--- config.mk ---
export PLATFORM = sky130hd
export DESIGN_NAME = msgpu_memory_arbiter
export DESIGN_NICKNAME = d
export VERILOG_FILES = /design/src/rtl/msgpu_pkg.sv /design/src/rtl/msgpu_priority_select.sv /design/src/rtl/msgpu_memory_arbiter.sv
export SDC_FILE = /design/constraint.sdc
export NUM_CORES = 1
export LEC_CHECK = 0
export ABC_CLOCK_PERIOD_IN_PS = 2650
export CAP_MARGIN = 5
export CORE_UTILIZATION = 39
export CTS_BUF_LIST = sky130_fd_sc_hd__clkbuf_8 sky130_fd_sc_hd__clkbuf_16
export CTS_CLUSTER_SIZE = 24
export DETAILED_ROUTE_END_ITERATION = 8
export PLACE_DENSITY_LB_ADDON = 0.05
export SYNTH_ARGS = -nofsm -noshare
export SYNTH_HDL_FRONTEND = slang
export SYNTH_HIERARCHICAL = 1
export SYNTH_SLANG_ARGS = --single-unit
export TNS_END_PERCENT = 30
--- constraint.sdc ---
create_clock -name system_clock -period 2.65 [get_ports system_clock]
set_clock_uncertainty 0.15 [all_clocks]
set_input_delay 0.3975 -clock system_clock [delete_from_list [all_inputs] [get_ports system_clock]]
set_output_delay 0.3975 -clock system_clock [all_outputs]
set_load 0.02 [all_outputs]
--- src/rtl/msgpu_pkg.sv ---
// Shared types and widths for the MSGPU memory arbiter: FSM state encoding,
// request owner and the burst/beat field widths.
package msgpu_pkg;

    localparam int BURST_WIDTH           = 3;
    localparam int BEAT_WIDTH            = BURST_WIDTH + 1;
    localparam int DEFAULT_ADDRESS_WIDTH = 21;
    localparam int DEFAULT_DATA_WIDTH    = 16;
    localparam int DEFAULT_STARVE_LIMIT  = 4;

    typedef enum logic [1:0] {
        ST_IDLE      = 2'd0,
        ST_ISSUE     = 2'd1,
        ST_READ_WAIT = 2'd2
    } arb_state_t;

    typedef enum logic {
        OWNER_DISPLAY = 1'b0,
        OWNER_HOST    = 1'b1
    } owner_t;

endpackage

--- src/rtl/msgpu_priority_select.sv ---
// Display-first winner selection with a skip counter that lets a waiting host
// through after STARVE_LIMIT consecutive display wins.
module msgpu_priority_select
    import msgpu_pkg::*;
#(
    parameter int STARVE_LIMIT = DEFAULT_STARVE_LIMIT
) (
    input  logic   system_clock,
    input  logic   reset_n,
    input  logic   display_request,
    input  logic   host_request,
    input  logic   select_enable,
    output owner_t winner
);

    localparam int SKIP_WIDTH = (STARVE_LIMIT < 1) ? 1 : $clog2(STARVE_LIMIT + 1);
    localparam logic [SKIP_WIDTH-1:0] SKIP_MAX = SKIP_WIDTH'(STARVE_LIMIT);

    logic [SKIP_WIDTH-1:0] skip_count;

    always_comb begin
        winner = OWNER_DISPLAY;
        if (host_request && (!display_request || skip_count == SKIP_MAX))
            winner = OWNER_HOST;
    end

    // Only display wins that bypass a waiting host count toward starvation.
    always_ff @(posedge system_clock or negedge reset_n) begin
        if (!reset_n) begin
            skip_count <= '0;
        end else if (select_enable && (display_request || host_request)) begin
            if (winner == OWNER_HOST)
                skip_count <= '0;
            else if (host_request && skip_count != SKIP_MAX)
                skip_count <= skip_count + 1'b1;
        end
    end

endmodule

--- src/rtl/msgpu_memory_arbiter.sv ---
// Arbitrates display line fetches and host single-word accesses onto one PSRAM
// controller command port, routing returned read beats back to the owner.
module msgpu_memory_arbiter
    import msgpu_pkg::*;
#(
    parameter int ADDRESS_WIDTH = DEFAULT_ADDRESS_WIDTH,
    parameter int DATA_WIDTH    = DEFAULT_DATA_WIDTH,
    parameter int STARVE_LIMIT  = DEFAULT_STARVE_LIMIT
) (
    input  logic                     system_clock,
    input  logic                     reset_n,
    input  logic                     display_request,
    input  logic [ADDRESS_WIDTH-1:0] display_address,
    input  logic [BURST_WIDTH-1:0]   display_burst,
    output logic                     display_grant,
    output logic [DATA_WIDTH-1:0]    display_data,
    output logic                     display_data_valid,
    input  logic                     host_request,
    input  logic                     host_write,
    input  logic [ADDRESS_WIDTH-1:0] host_address,
    input  logic [DATA_WIDTH-1:0]    host_write_data,
    output logic                     host_grant,
    output logic [DATA_WIDTH-1:0]    host_read_data,
    output logic                     host_read_data_valid,
    output logic                     mem_command_valid,
    input  logic                     mem_command_ready,
    output logic                     mem_write,
    output logic [ADDRESS_WIDTH-1:0] mem_address,
    output logic [DATA_WIDTH-1:0]    mem_write_data,
    output logic [BURST_WIDTH-1:0]   mem_burst,
    input  logic [DATA_WIDTH-1:0]    mem_read_data,
    input  logic                     mem_read_data_valid
);

    arb_state_t               state, next_state;
    owner_t                   owner, winner;
    logic                     cmd_write;
    logic [ADDRESS_WIDTH-1:0] cmd_address;
    logic [DATA_WIDTH-1:0]    cmd_write_data;
    logic [BURST_WIDTH-1:0]   cmd_burst;
    logic [BEAT_WIDTH-1:0]    beat_count;

    logic pending, latch, issuing, accept, beat, last_beat;

    assign pending   = display_request || host_request;
    assign latch     = (state == ST_IDLE) && pending;
    assign issuing   = (state == ST_ISSUE);
    assign accept    = issuing && mem_command_ready;
    assign beat      = (state == ST_READ_WAIT) && mem_read_data_valid;
    assign last_beat = beat && (beat_count == BEAT_WIDTH'(1));

    msgpu_priority_select #(
        .STARVE_LIMIT (STARVE_LIMIT)
    ) u_priority_select (
        .system_clock    (system_clock),
        .reset_n         (reset_n),
        .display_request (display_request),
        .host_request    (host_request),
        .select_enable   (state == ST_IDLE),
        .winner          (winner)
    );

    always_ff @(posedge system_clock or negedge reset_n) begin
        if (!reset_n) state <= ST_IDLE;
        else          state <= next_state;
    end

    always_comb begin
        next_state = state;
        case (state)
            ST_IDLE:      if (pending)   next_state = ST_ISSUE;
            ST_ISSUE:     if (accept)    next_state = cmd_write ? ST_IDLE : ST_READ_WAIT;
            ST_READ_WAIT: if (last_beat) next_state = ST_IDLE;
            default:                     next_state = ST_IDLE;
        endcase
    end

    // Command fields are captured once in IDLE so they hold steady while stalled.
    always_ff @(posedge system_clock or negedge reset_n) begin
        if (!reset_n) begin
            owner          <= OWNER_DISPLAY;
            cmd_write      <= 1'b0;
            cmd_address    <= '0;
            cmd_write_data <= '0;
            cmd_burst      <= '0;
            beat_count     <= '0;
        end else begin
            if (latch) begin
                owner <= winner;
                if (winner == OWNER_HOST) begin
                    cmd_write      <= host_write;
                    cmd_address    <= host_address;
                    cmd_write_data <= host_write_data;
                    cmd_burst      <= '0;
                end else begin
                    cmd_write      <= 1'b0;
                    cmd_address    <= display_address;
                    cmd_write_data <= '0;
                    cmd_burst      <= display_burst;
                end
            end
            if (accept && !cmd_write)
                beat_count <= BEAT_WIDTH'(cmd_burst) + BEAT_WIDTH'(1);
            else if (beat)
                beat_count <= beat_count - BEAT_WIDTH'(1);
        end
    end

    assign mem_command_valid = issuing;
    assign mem_write         = issuing && cmd_write;
    assign mem_address       = issuing ? cmd_address    : '0;
    assign mem_write_data    = issuing ? cmd_write_data : '0;
    assign mem_burst         = issuing ? cmd_burst      : '0;

    assign display_grant = accept && (owner == OWNER_DISPLAY);
    assign host_grant    = accept && (owner == OWNER_HOST);

    // Read beats bypass any register so the owner sees them in the same cycle.
    assign display_data_valid   = beat && (owner == OWNER_DISPLAY);
    assign host_read_data_valid = beat && (owner == OWNER_HOST);
    assign display_data         = display_data_valid   ? mem_read_data : '0;
    assign host_read_data       = host_read_data_valid ? mem_read_data : '0;

endmodule

======== Word-level counts from Yosys, hierarchy flattened ========
Cells that the tools add are included.
word-level totals
  bits in registers ....................... 51
  latch bits .............................. 0
  memory bits (writable) .................. 0
  memory bits (read-only) ................. 0
  bits of input ports ..................... 84
  output and inout bits ................... 78
  logic and storage cells ................. 60
  memories kept ........................... 0
operators by class
  $add $sub $neg .......................... 3
  multipliers ............................. 0
  div/mod/pow operators ................... 0
  magnitude comparators ................... 0
  eq/ne operators ......................... 8
  shifts and indexed selects .............. 0
  multiplexer cells ....................... 19
  bitwise gates (word level) .............. 1
  reduce and logical (&&, ||, !) cells .... 21
operators with widths
  cell                                               count
  two-way mux 16 bit                                 4
  two-way mux 21 bit                                 2
  logical AND 1 bit                                  12
  two-way mux 3 bit                                  4
  two-way mux 2 bit                                  4
  two-way mux 4 bit                                  2
  case mux 2 bit (3 select lines)                    1
  adder 3 x 1 -> 4 bit (second input constant)       1
  == test 4 x 1 -> 1 bit (second input constant)     1
  != test 2 bit (second input constant)              2
  nonzero test 2 bit                                 2
  subtractor 4 x 1 -> 4 bit (second input constant)  1
  adder 3 x 1 -> 3 bit (second input constant)       1
  == test 3 bit (second input constant)              1
  != test 3 bit (second input constant)              1
  AND reduction 3 bit                                1
  == test 2 x 1 -> 1 bit (second input constant)     1
  == test 2 bit (second input constant)              1
  logical NOT 1 bit                                  2
  logical NOT 2 bit                                  1
  logical OR 1 bit                                   2
  two-way mux 1 bit                                  2
  != test 2 x 1 -> 1 bit (second input constant)     1
  AND reduction 2 bit                                1
  inverter 1 bit                                     1

======== Depth between registers and ports, before layout ========
  word-level depth ........................ 6
  mapped depth ............................ 9
  gate-level depth less buffers ........... 6

======== By module ========
Netlist, hierarchy kept.
by module, submodules not included
  module                 times used  cells an instance  area an instance (µm²)  sequential area each (µm²)
  msgpu_memory_arbiter   1           272                2,881.5                 1,201.2
  msgpu_priority_select  1           19                 203.9                   75.1

======== Least setup slack after synthesis ========
OpenSTA, ideal clock, no wires.
  path type ............................... register -> register
  from .................................... register u_priority_select.skip_count[0]
  to ...................................... register cmd_address[15]
  setup time .............................. 0.125 ns
  data arrival time ....................... 1.752 ns
  required time ........................... 2.375 ns
  slack ................................... 0.623 ns
  stages on the path, launching flop included .. 9
  path buffers ............................ 2
  clock period less this slack ............ 2.027 ns
  cell sequence ........................... dfrtp_1 inv_1 ha_1 a21bo_1 and2_1 buf_2 buf_2 mux2_2 mux2_4
between the ends
  word-level cells in the longest chain between the ends .. 5
RTL lines
  what                    line                         RTL
  start, declared         msgpu_priority_select.sv:19  logic [SKIP_WIDTH-1:0] skip_count;
  start signal, assigned  msgpu_priority_select.sv:35  skip_count <= skip_count + 1'b1;
  == test 3 bit           msgpu_priority_select.sv:23  if (host_request && (!display_request || skip_count == SKIP_MAX))
  logical OR 1 bit        msgpu_priority_select.sv:23
  logical AND 1 bit       msgpu_priority_select.sv:23
  two-way mux 1 bit       msgpu_priority_select.sv:23
  via winner              msgpu_memory_arbiter.sv:36   owner_t owner, winner;
  two-way mux 21 bit      msgpu_memory_arbiter.sv:90   if (winner == OWNER_HOST) begin
  end signal, assigned    msgpu_memory_arbiter.sv:92   cmd_address <= host_address;
  end signal, assigned    msgpu_memory_arbiter.sv:97   cmd_address <= display_address;
  end, declared           msgpu_memory_arbiter.sv:38   logic [ADDRESS_WIDTH-1:0] cmd_address;
The timed path passes the listed nets, and every way through them passes these cells.
A chain may end at the register's enable or synchronous reset.

======== Worst setup path after layout ========
  from .................................... input port mem_read_data_valid
  to ...................................... output port display_data[15]
between the ends
  word-level cells in the longest chain between the ends .. 3
RTL lines
  what                line                         RTL
  start, declared     msgpu_memory_arbiter.sv:32   input logic mem_read_data_valid
  logical AND 1 bit   msgpu_memory_arbiter.sv:49   assign beat = (state == ST_READ_WAIT) && mem_read_data_valid;
  logical AND 1 bit   msgpu_memory_arbiter.sv:119  assign display_data_valid = beat && (owner == OWNER_DISPLAY);
  two-way mux 16 bit  msgpu_memory_arbiter.sv:121  assign display_data = display_data_valid ? mem_read_data : '0;
  end, declared       msgpu_memory_arbiter.sv:16   output logic [DATA_WIDTH-1:0] display_data,
No other way between the ends.

==> results.ini <==
[routing]
dr_total_vias = 2635
drc_errors = 0
first_iter_violations = 115
avgViaCountPerCell = 4.697
drtAntennaViolNets = 0
wire_per_inst_um = 13.54
totalWireLength_mm = 7.596
drt-pass1-iter-count = 6

[global_route]
track_usage_pct = 18.70
grt_max_degree = 28
antenna_found_initial = 0
overflow = 0
grt_pass1_vias = 2543
grt_pass1_wl_mm = 12.49

[clocking]
clk_pin_slew_ps = 90
cts-htree-levels = 2
clock-sinks = 51
clk_path_buf_depth = 2
clk_latency_ps = 300
cts_tree = yes
root_buffer = clkbuf_8
postCtsSetupRepairBufs = 0
cts_buffers = 5

[synthesis]
synth_seq_cells = 51
synth_nets = 380
yosysSeqAreaShare_pct = 41.36
yosysWarningCount = 6
synth.top_cells.by_area = dfrtp_1 (41%), and2_1 (15%), mux2_2 (13%)
syn_inst = 291
synth_top_cell_by_area = dfrtp_1
netlist.area_leader.share_pct = 41.36
synthDistinctLibCells = 40
syn_area_mm2 = 0.003085
syn_avg_cell_area_um2 = 10.60

[cells_and_area]
utilization_pct = 65.38
fillers = 660
finish.net_count = 547
diodes = 0
stdcell_count = 561
syn_to_final_growth_pct = 62.90
multi_input_area_mm2 = 0.001635
drive_gt1_share_pct = 16.56
regArea_mm2 = 0.001276

[timing]
finalSetupViolCount = 0
min_period_ps = 2579
max_freq_mhz = 387.7
tns_ps = 0
worst_pin_slew_ps = 607.0
slew_viol_final = 0
min_period_over_period_pct = 97.34
hold_viol_final = 0
relSlewSlack_pct = 59.53
rsz0062_at_grt = no

[min_path]
hp-class = register to register
min_from = cmd_address[7]$_DFFE_PN0P_

[place]
gp_congestion = 0.7321
dp_cells = 552
dp_hpwl_mm = 5.882
portBuffers = 161

[worst_setup_path]
cp.arrival_ps = 2030
startpoint = mem_read_data_valid
required_ps = 2100
cp-end-kind = output port
critPathKind = input pin to output port
crit_path_max_fanout = 17
r2r_start = u_priority_select/skip_count[0]$_DFFE_PN0P_
start_kind = input pin

[power]
power_density_mw_per_mm2 = 855.2
vdd.ir_drop.worst_mv = 0.4926
leakage_uw = 0.002218

[floorplanning]
die_y_um = 90.95
die_w_um = 90.95
rows = 32
initial_core_util_pct = 40.14
io_pins = 162
core_area_mm2 = 0.007687
die-area_mm2 = 0.008271

[status]
status = completed

[flow_run]
drv_cap = 0

cell usage in the layout, fill, tap and decap left out, types with 2 or more instances in the layout:
cell / synthesis / final
mux2i_1: 17 / 17
dlymetal6s2s_1: 0 / 2
and2_1: 74 / 73
nand3_1: 2 / 2
o22ai_1: 2 / 2
inv_1: 23 / 24
mux2_4: 10 / 10
o21ai_0: 2 / 2
nand4bb_1: 2 / 2
clkbuf_8: 0 / 6
dfrtp_1: 51 / 51
ha_1: 5 / 5
clkdlybuf4s50_1: 0 / 158
a31oi_1: 2 / 2
a21bo_1: 3 / 3
buf_12: 0 / 6
nand2_1: 19 / 19
mux2_2: 35 / 35
nor2_1: 2 / 2
nor2_2: 3 / 3
or3_1: 2 / 2
buf_4: 1 / 7
nor2b_1: 3 / 3
a31o_2: 2 / 2
timing repair:
item                                    in CTS  in global routing
endpoints found under the setup margin       0                 27
endpoints found under the hold margin       24                  0
hold buffers                                 1                  0
gates resized for setup                      0                  3
cell usage after synthesis:
master and instances:
and2_1 74, dfrtp_1 51, mux2_2 35, inv_1 23, nand2_1 19, mux2i_1 17, mux2_4 10, buf_2 8
ha_1 5, a21bo_1 3, buf_6 3, clkbuf_1 3, nor2_2 3, nor2b_1 3, a31o_2 2, a31oi_1 2
nand3_1 2, nand4bb_1 2, nor2_1 2, o21ai_0 2, o22ai_1 2, or3_1 2, a211oi_1 1, and2b_1 1
buf_1 1, buf_4 1, mux2_1 1, nand2b_1 1, nand3b_1 1, nand3b_4 1, nand4_1 1, nand4b_1 1
nor3_1 1, nor4bb_1 1, o211ai_2 1, o21ai_1 1, o21ai_2 1, o221ai_1 1, o2bb2ai_1 1, xnor2_1 1
through the flow:
stage | area, um^2 | hold WS (ps) | total power [uW] | setup WS, ps
5_1_grt | 5026 | 372.4 | 4597 | 1.195
6_report | 5026 | 352.9 | 4299 | 70.61
3_3_place_gp | 4912 | 288.5 | 3823 | 72.75
3_5_place_dp | 4912 | 292.0 | 3871 | 59.68
4_1_cts | 5017 | 354.8 | 4355 | 53.60
2_1_floorplan | 3085 | -48.09 | 2863 | 622.7
flip-flops by register name, indices dropped and copies added, names as in the netlist:
register and flops:
owner 1, u_priority_select/skip_count 3, cmd_write_data 16, cmd_burst 3
state 2, cmd_write 1, cmd_address 21, beat_count 4
worst paths after layout:
check / end / slack, ps / cells after the start
setup / recovery: display_data[15] / 70 / 6
hold / removal: cmd_address[7]$_DFFE_PN0P_ / 350 / 1
setup reg to reg: cmd_address[20]$_DFFE_PN0P_ / 570 / 7
hold reg to reg: cmd_address[7]$_DFFE_PN0P_ / 350 / 1
max in group asynchronous: cmd_write_data[0]$_DFFE_PN0P_ / 1300 / 3
min in group asynchronous: beat_count[3]$_DFFE_PN0P_ / 470 / 2
logic make-up (layout without fill, tap and decap cells):
| group | count (synthesis) | in the layout | share of synthesized area, % |
|---|---|---|---|
| AOI/OAI and AO/OA | 17 | 17 | 4.339 |
| xor gates and xnor gates | 1 | 1 | 0.2839 |
| and+or+nand+nor | 115 | 115 | 22.55 |
| buffers and inverters | 39 | 207 | 5.920 |
| DFF | 51 | 51 | 41.36 |
| adders and majority gates | 5 | 5 | 2.028 |
| muxes | 63 | 63 | 23.52 |
layout make-up:
class                   count  share of cell area (%)
clock inverters             2                  0.2489
repair buffers            176                   35.92
flip-flops and latches     51                   25.39
multi-input cells         201                   32.54
well taps                 102                   2.539
clock buffers               6                   1.643
inverters                  23                   1.718
where the power goes:
group	switching [uW]	internal, uW	leakage [uW]
logic	1120	1350	0.00153
clock network	256	211	0.0000526
registers	220	1140	0.000637
total	1590	2700	0.00222
worst max-delay path, stage by stage:
cell and delay, ps:
clkdlybuf4s50_1 520, nand3b_4 100, nor2_2 130, buf_12 140, and2_1 130, clkdlybuf4s50_1 610
per-layer routing:
layer | vias to the layer above | track usage [%] | wire length (um)
met5 | - | 0 | 0
li1 | 1294 | - | -
met4 | 0 | 4.497 | 80
met2 | 95 | 32.89 | 3822
met1 | 1238 | 22.44 | 3114
met3 | 8 | 5.444 | 578
No activity file was read; power rests on OpenSTA's default activity.
